==> config.mk <==
export PLATFORM = sky130hd
export DESIGN_NAME = instr_encoder
export DESIGN_NICKNAME = d
export VERILOG_FILES = /design/src/rtl/instr_encoder.sv
export SDC_FILE = /design/constraint.sdc
export NUM_CORES = 1
export LEC_CHECK = 0
export CAP_MARGIN = 20
export CELL_PAD_IN_SITES_DETAIL_PLACEMENT = 0
export CELL_PAD_IN_SITES_GLOBAL_PLACEMENT = 1
export CORE_MARGIN = 2
export CORE_UTILIZATION = 39
export CTS_CLUSTER_SIZE = 30
export DETAILED_ROUTE_END_ITERATION = 16
export GPL_TIMING_DRIVEN = 0
export MAX_ROUTING_LAYER = met4
export PLACE_DENSITY = 0.94
export SYNTH_ARGS = -nofsm -noshare
export SYNTH_HDL_FRONTEND = slang
export SYNTH_SLANG_ARGS = --single-unit
==> constraint.sdc <==
create_clock -name clk -period 2.9 [get_ports clk]
set_input_delay 0.58 -clock clk [delete_from_list [all_inputs] [get_ports clk]]
set_output_delay 0.58 -clock clk [all_outputs]
set_load 0.02 [all_outputs]
==> src/rtl/instr_encoder.sv <==
// RV32I OP / OP-IMM instruction encoder with a one-deep registered output stage.
// Each accepted field set is tagged with a running address and counted.
module instr_encoder #(
  parameter logic [31:0] BASE_ADDR = 32'h0000_0000,
  parameter int unsigned ADDR_STEP = 4
) (
  input  logic        clk,
  input  logic        rst_n,
  input  logic        clear,
  input  logic        in_valid,
  output logic        in_ready,
  input  logic [1:0]  in_cls,
  input  logic [3:0]  in_aluop,
  input  logic [4:0]  in_rd,
  input  logic [4:0]  in_rs1,
  input  logic [4:0]  in_rs2,
  input  logic [11:0] in_imm,
  output logic        out_valid,
  input  logic        out_ready,
  output logic [31:0] out_instr,
  output logic [31:0] out_addr,
  output logic        out_err,
  output logic [15:0] enc_count,
  output logic [15:0] err_count
);

  localparam logic [31:0] STEP      = ADDR_STEP[31:0];
  localparam logic [31:0] NOP_INSTR = 32'h0000_0013;
  localparam logic [6:0]  OPC_OP    = 7'b0110011;
  localparam logic [6:0]  OPC_IMM   = 7'b0010011;
  localparam logic [6:0]  F7_ALT    = 7'b0100000;

  localparam logic [3:0] OP_ADD  = 4'd0;
  localparam logic [3:0] OP_SUB  = 4'd1;
  localparam logic [3:0] OP_AND  = 4'd2;
  localparam logic [3:0] OP_OR   = 4'd3;
  localparam logic [3:0] OP_XOR  = 4'd4;
  localparam logic [3:0] OP_SLL  = 4'd5;
  localparam logic [3:0] OP_SRL  = 4'd6;
  localparam logic [3:0] OP_SRA  = 4'd7;
  localparam logic [3:0] OP_SLT  = 4'd8;
  localparam logic [3:0] OP_SLTU = 4'd9;

  logic        out_valid_reg;
  logic [31:0] out_instr_reg;
  logic [31:0] out_addr_reg;
  logic        out_err_reg;
  logic [31:0] addr_reg;

  logic [2:0]  funct3;
  logic [6:0]  funct7;
  logic        is_shift;
  logic        enc_err;
  logic [31:0] instr_next;
  logic        accept;
  logic [1:0]  cnt_inc;
  logic [15:0] cnt_all [2];

  assign in_ready = rst_n && !clear && (!out_valid_reg || out_ready);
  assign accept   = in_valid && in_ready;

  always_comb begin
    funct3   = 3'b000;
    funct7   = 7'b0000000;
    is_shift = 1'b0;
    enc_err  = 1'b0;
    case (in_aluop)
      OP_ADD:  funct3 = 3'b000;
      OP_SUB:  begin funct3 = 3'b000; funct7 = F7_ALT; end
      OP_AND:  funct3 = 3'b111;
      OP_OR:   funct3 = 3'b110;
      OP_XOR:  funct3 = 3'b100;
      OP_SLL:  begin funct3 = 3'b001; is_shift = 1'b1; end
      OP_SRL:  begin funct3 = 3'b101; is_shift = 1'b1; end
      OP_SRA:  begin funct3 = 3'b101; is_shift = 1'b1; funct7 = F7_ALT; end
      OP_SLT:  funct3 = 3'b010;
      OP_SLTU: funct3 = 3'b011;
      default: enc_err = 1'b1;
    endcase
    if (in_cls[1] || (in_cls == 2'd1 && in_aluop == OP_SUB)) begin
      enc_err = 1'b1;
    end

    if (enc_err) begin
      instr_next = NOP_INSTR;
    end else if (in_cls == 2'd0) begin
      instr_next = {funct7, in_rs2, in_rs1, funct3, in_rd, OPC_OP};
    end else if (is_shift) begin
      // Shift immediates carry only a 5-bit shamt; upper bits select SRA.
      instr_next = {funct7, in_imm[4:0], in_rs1, funct3, in_rd, OPC_IMM};
    end else begin
      instr_next = {in_imm, in_rs1, funct3, in_rd, OPC_IMM};
    end
  end

  always_ff @(posedge clk) begin
    if (!rst_n) begin
      out_valid_reg <= 1'b0;
      out_instr_reg <= '0;
      out_addr_reg  <= BASE_ADDR;
      out_err_reg   <= 1'b0;
      addr_reg      <= BASE_ADDR;
    end else if (clear) begin
      out_valid_reg <= 1'b0;
      addr_reg      <= BASE_ADDR;
    end else if (accept) begin
      out_valid_reg <= 1'b1;
      out_instr_reg <= instr_next;
      out_addr_reg  <= addr_reg;
      out_err_reg   <= enc_err;
      addr_reg      <= addr_reg + STEP;
    end else if (out_ready) begin
      out_valid_reg <= 1'b0;
    end
  end

  assign cnt_inc = {accept && enc_err, accept};

  // Index 0 counts every acceptance, index 1 only unencodable ones.
  genvar gi;
  generate
    for (gi = 0; gi < 2; gi++) begin : g_cnt
      logic [15:0] cnt_reg;
      always_ff @(posedge clk) begin
        if (!rst_n || clear) begin
          cnt_reg <= '0;
        end else if (cnt_inc[gi] && cnt_reg != 16'hFFFF) begin
          cnt_reg <= cnt_reg + 16'd1;
        end
      end
      assign cnt_all[gi] = cnt_reg;
    end
  endgenerate

  assign out_valid = out_valid_reg;
  assign out_instr = out_instr_reg;
  assign out_addr  = out_addr_reg;
  assign out_err   = out_err_reg;
  assign enc_count = cnt_all[0];
  assign err_count = cnt_all[1];

endmodule

==> flow_metrics.env, run 1 <==
export IMPL_min_period_ns=2.63
export IMPL_critical_path_max_fanout=19
export IMPL_status="complete, no violations"
export IMPL_place_inst=918
export IMPL_setup_tns_ns=0
export IMPL_fin_util_pct=55.6
export IMPL_gr_total_overflow=0
export IMPL_row_count=42
export IMPL_die_h_microns=121
export IMPL_grt_setup_unrepaired="false"
export IMPL_dp_final_hpwl_mm=10.6
export IMPL_diodes=0
export IMPL_yosys_area_top_type_share_pct=45.4
export IMPL_multi_input_area_sq_mm=0.00271
export IMPL_root_buffer="clkbuf_16"
export IMPL_hold_viol_final=0
export IMPL_worstMarginPinSlew_ns=0.724
export IMPL_ioPinCount=137
export IMPL_numCtsBuffers=17
export IMPL_setup_viol=0
export IMPL_hold_class="reg2reg"
export IMPL_synthTopCellsByArea="dfxtp_1 45%, nand2_1 7.8%, xnor2_1 4.4%"
export IMPL_wl_met2_mm=7.30
export IMPL_htreeDepth=4
export IMPL_synth_area_leader_cell="dfxtp_1"
export IMPL_layout_nets=801
export IMPL_antenna_found_initial=0
export IMPL_initial_core_util_pct=40.1
export IMPL_wirelength_mm=14.2
export IMPL_start_kind="primary input"
export IMPL_ir_drop_v=0.000338
export IMPL_core_sq_mm=0.0133
export IMPL_leakage_uw=0.00253
export IMPL_clockBufferDepth=2
export IMPL_hold_depth=2
export IMPL_seq_area_sq_mm=0.00242
export IMPL_synth_async_sr_flop_share_pct=0
export IMPL_yosysWarnings=0
export IMPL_fin_area_sq_mm=0.00740
export IMPL_cp_arrival_ns=2.05
export IMPL_seq_area_frac_synth_pct=45.4
export IMPL_ys_types=58
export IMPL_yosysMostFrequentCell="dfxtp_1"
export IMPL_fill_cells=1201
export IMPL_clock_latency_ns=0.41
export IMPL_relSlewSlack_pct=51.3
export IMPL_cts_resized_gates=3
export IMPL_ys_ff_latch=121
export IMPL_endpoint_kind="output pin"
export IMPL_gr_usage_all_layers_pct=20.4
export IMPL_drv_slew=0
export IMPL_gp_congestion=0.872
export IMPL_syn_cell_area_sq_mm=0.00534
export IMPL_dieArea_sq_mm=0.0146
export IMPL_die_x_microns=121
export IMPL_max_cap_violations=0
export IMPL_synth_edf_count=0
export IMPL_fin_cells=947
export IMPL_postCtsHoldBufs=0
export IMPL_first_pass_iters=4
export IMPL_top_layer="met4"
export IMPL_cts_num_sinks=121
export IMPL_num_vias=4883
export IMPL_grt_pass1_wl_mm=23.2
export IMPL_final_period_utilization_pct=90.8
export IMPL_postCtsSetupBuffers=0
export IMPL_power_per_cell_area_mw_per_mm2=515
export IMPL_clk_pin_slew_ns=0.05
export IMPL_wire_per_inst_microns=15.0
export IMPL_drcViolationCount=0
export IMPL_grt_max_degree=20
export IMPL_antenna_left=0
export IMPL_synth_area_per_cell_sq_um=8.76
export IMPL_vias_per_cell=5.16
export IMPL_syn2layout_area_growth_pct=38.6
export IMPL_route_met3_wl_microns=616
export IMPL_cts_tree="built"
export IMPL_drive_above_1_share_pct=8.04
export IMPL_drt_iter0_markers=260
export IMPL_fmax_ghz=0.380
export IMPL_r2r_cells=7
export IMPL_synthTopCellsByCount="121 x dfxtp_1, 111 x nand2_1, 53 x nor2_1"
export IMPL_dpl_cell_area_sq_mm=0.00686
export IMPL_ys_flop_type="dfxtp_1"
export IMPL_clock_skew_final_ns=0.00875
export IMPL_grt_pass1_vias=4758
export IMPL_portBuffers=129
export IMPL_required_ns=2.32
export IMPL_met1Wirelength_mm=6.10
export IMPL_path_class="in2out"
export IMPL_syn_inst=609
-- critical path, stage by stage --
cell and delay [ns]:
clkdlybuf4s50_1 0.58, nand2b_1 0.13, clkbuf_4 0.26, nor2_1 0.15, dlygate4sd2_1 0.34
-- kinds of logic after synthesis --
| group | share of synthesized area [%] |
|---|---|
| compound gates | 13.4 |
| xor+xnor | 7.22 |
| fa+ha+maj | 0.703 |
| buf+inv | 4.15 |
| flops | 45.4 |
| mux | 1.62 |
| other cells | 0.0703 |
| simple gates | 27.5 |
-- placed cells by master (no fill, tap or decap), types with 18 or more instances in the layout --
cell | synthesis | routed
nand3_1 | 18 | 18
dfxtp_1 | 121 | 121
nor2_1 | 53 | 53
xnor2_1 | 27 | 27
nand2_1 | 111 | 111
a21boi_0 | 31 | 31
clkdlybuf4s50_1 | 0 | 128
a21oi_1 | 22 | 22
clkbuf_1 | 24 | 27
-- final timing paths --
path                                    start            end  slack [ns]
worst max-delay path                    rst_n       in_ready        0.27
worst min-delay path            out_instr[19]  out_instr[19]        0.45
worst min register to register  out_instr[19]  out_instr[19]        0.45
worst max register to register      out_valid  out_instr[13]        0.66
-- stage by stage --
| stage | setup WS [ns] | hold slack [ns] | total power, uW |
|---|---|---|---|
| floorplan | 0.858 | 0.449 | 1830 |
| global placement | -0.426 | 0.442 | 1940 |
| detailed placement | -0.449 | 0.446 | 1950 |
| CTS | 0.245 | 0.453 | 3850 |
| global route | 0.0786 | 0.470 | 3940 |
| finish | 0.267 | 0.451 | 3810 |
-- layer usage --
metal	global-route usage [%]	vias up
li1	-	2426
met2	33.6	106
met1	24.1	2333
met3	5.03	18
met5	-	-
met4	7.70	0
-- area by class of cell --
class,instances,area share (%)
buffer,39,2.59
clock buffer,28,7.12
clock inverter,2,0.135
inverter,8,0.406
multi-input combinational,444,36.6
sequential,121,32.7
tap,176,2.98
timing repair buffer,129,17.4
-- where the power goes --
part / internal [uW] / switching (uW) / total, uW / leakage, uW
sequential: 1680 / 7.06 / 1680 / 0.000976
clock: 1220 / 684 / 1900 / 0.000266
combinational: 106 / 123 / 229 / 0.00129
total: 3000 / 814 / 3810 / 0.00253
Note: power is estimated with default switching activity, not from simulation.
==> inputs of run 2 (changes only) <==
Settings changed: CORE_UTILIZATION 39 to 36, PLACE_DENSITY 0.94 to 0.88.
Clock period 2.9 ns to 2.95 ns, I/O delays scaled along.
==> flow_metrics.env, run 2 (same netlist as run 1, synthesis figures left out) <==
export IMPL_htreeDepth=4
export IMPL_final_period_utilization_pct=93.5
export IMPL_root_buffer="clkbuf_16"
export IMPL_antenna_found_initial=0
export IMPL_gr_total_overflow=0
export IMPL_pwr_share_seq_pct=43.2
export IMPL_fin_cells=957
export IMPL_setup_viol=0
export IMPL_postCtsSetupBuffers=0
export IMPL_portBuffers=129
export IMPL_ioPinCount=137
export IMPL_drcViolationCount=0
export IMPL_place_inst=926
export IMPL_clock_skew_final_ns=0.00982
export IMPL_power_internal_uw=3000
export IMPL_drt_iter0_markers=228
export IMPL_core_sq_mm=0.0145
export IMPL_cp_endpoint="out_instr[13]"
export IMPL_timing_rr_start="out_valid"
export IMPL_final_cell_mix="128 x clkdlybuf4s50_1, 121 x dfxtp_1, 111 x nand2_1"
export IMPL_num_vias=4844
export IMPL_setup_tns_ns=0
export IMPL_fill_cells=1364
export IMPL_status="complete, no violations"
export IMPL_max_cap_violations=0
export IMPL_grt_setup_unrepaired="false"
export IMPL_ir_drop_v=0.000346
export IMPL_whs_ns=0.458
export IMPL_grt_pass1_vias=4851
export IMPL_clock_power_share_pct=50.9
export IMPL_initial_core_util_pct=36.7
export IMPL_cp_arrival_ns=3.06
export IMPL_gr_usage_all_layers_pct=19.1
export IMPL_diodes=0
export IMPL_r2r_cells=7
export IMPL_dieArea_sq_mm=0.0158
export IMPL_cts_tree="built"
export IMPL_cts_num_sinks=121
export IMPL_switching_share_pct=21.8
export IMPL_fmax_ghz=0.363
export IMPL_hold_depth=2
export IMPL_start_kind="primary input"
export IMPL_die_h_microns=126
export IMPL_dp_final_hpwl_mm=10.9
export IMPL_path_class="in2reg"
export IMPL_min_period_ns=2.76
export IMPL_antenna_left=0
export IMPL_vias_per_cell=5.06
export IMPL_syn2layout_area_growth_pct=39.6
export IMPL_gp_congestion=0.831
export IMPL_leakage_uw=0.00256
export IMPL_reg2reg_to="out_instr[13]"
export IMPL_relSlewSlack_pct=49.1
export IMPL_clk_pin_slew_ns=0.05
export IMPL_hold_class="reg2reg"
export IMPL_row_count=44
export IMPL_wire_per_inst_microns=15.2
export IMPL_r2r_slack_ns=0.61
export IMPL_die_x_microns=126
export IMPL_drv_slew=0
export IMPL_wirelength_mm=14.5
export IMPL_clockBufferDepth=2
export IMPL_power_frac_comb_pct=5.9
export IMPL_worstMarginPinSlew_ns=0.758
export IMPL_hold_viol_final=0
export IMPL_numCtsBuffers=17
export IMPL_first_pass_iters=4
export IMPL_grt_max_degree=20
export IMPL_layout_nets=801
export IMPL_critical_path_max_fanout=10
export IMPL_mostFrequentLayoutCell="clkdlybuf4s50_1"
export IMPL_required_ns=3.25
export IMPL_p_switching_uw=836
export IMPL_clock_latency_ns=0.42
export IMPL_endpoint_kind="flop"
export IMPL_power_per_cell_area_mw_per_mm2=515
export IMPL_drive_above_1_share_pct=8.80
export IMPL_grt_pass1_wl_mm=23.6
export IMPL_crit_start="rst_n"
[run 2: changes by cell type in the layout (fill, tap and decap cells not counted)]
| cell | before | now |
|---|---|---|
| clkbuf_1 | 27 | 23 |
| clkbuf_8 | 6 | 8 |
| clkinv_2 | 2 | 4 |
| clkinvlp_4 | 0 | 2 |
| dlygate4sd2_1 | 1 | 0 |
| dlymetal6s2s_1 | 0 | 1 |
[run 2: power groups by stage]
| stage | combinational (uW) | clock, uW | sequential [uW] |
|---|---|---|---|
| after detailed placement | 228 | 0 | 1690 |
| after CTS | 229 | 2000 | 1650 |
| final | 227 | 1950 | 1650 |
| after global routing | 244 | 2070 | 1650 |
| after global placement | 224 | 0 | 1690 |
| after floorplan | 103 | 0 | 1700 |
[run 2: cell type report]
cell class	instances	area [sq um]	share of cell area, %
Buffer	39	191	2.57
Clock buffer	26	539	7.24
Clock inverter	6	35.0	0.470
Inverter	8	30.0	0.403
Multi-Input combinational cell	444	2710	36.3
Sequential cell	121	2420	32.5
Tap cell	184	230	3.09
Timing Repair Buffer	129	1290	17.4
[run 2: per-layer routing]
metal | share of wire (%) | GRT usage [%] | up-vias | routed length, microns
li1 | - | - | 2415 | -
met1 | 44 | 21.6 | 2320 | 6450
met2 | 51 | 32.6 | 92 | 7430
met3 | 2.7 | 4.72 | 17 | 393
met4 | 1.8 | 7.43 | 0 | 259
met5 | 0 | - | - | 0
[run 2: worst max-delay path, stage by stage]
cell and delay (ns):
clkdlybuf4s50_1 0.51, and2b_1 0.29, nand3_2 0.22, clkbuf_1 0.56, clkbuf_1 0.57, nor3_1 0.11
a21oi_1 0.14, nor2_1 0.05
[run 2: worst min-delay path by stage]
stage,startpoint,endpoint,slack (ns)
finish,out_instr[16],out_instr[16],0.46
global route,out_instr[15],out_instr[15],0.47
CTS,out_instr[16],out_instr[16],0.46
detailed placement,out_instr[16],out_instr[16],0.45
global placement,out_instr[12],out_instr[12],0.44
floorplan,addr_reg[31],out_addr[31],0.45
[run 2: through the flow]
stage	setup slack, ns	util (%)	total power, uW	area [sq um]
6_report	0.191	51.3	3830	7450
2_1_floorplan	0.888	-	1800	5350
3_5_place_dp	-0.414	47.3	1920	6870
4_1_cts	0.00434	51.2	3880	7450
5_1_grt	0.0194	51.3	3970	7450
3_3_place_gp	-0.410	47.3	1910	6870
[run 2: what timing repair did]
item	in CTS	in global routing
setup endpoints to repair	1	1
hold buffers	0	0
resized for setup	2	1
gates cloned	0	0
pin swaps	0	0
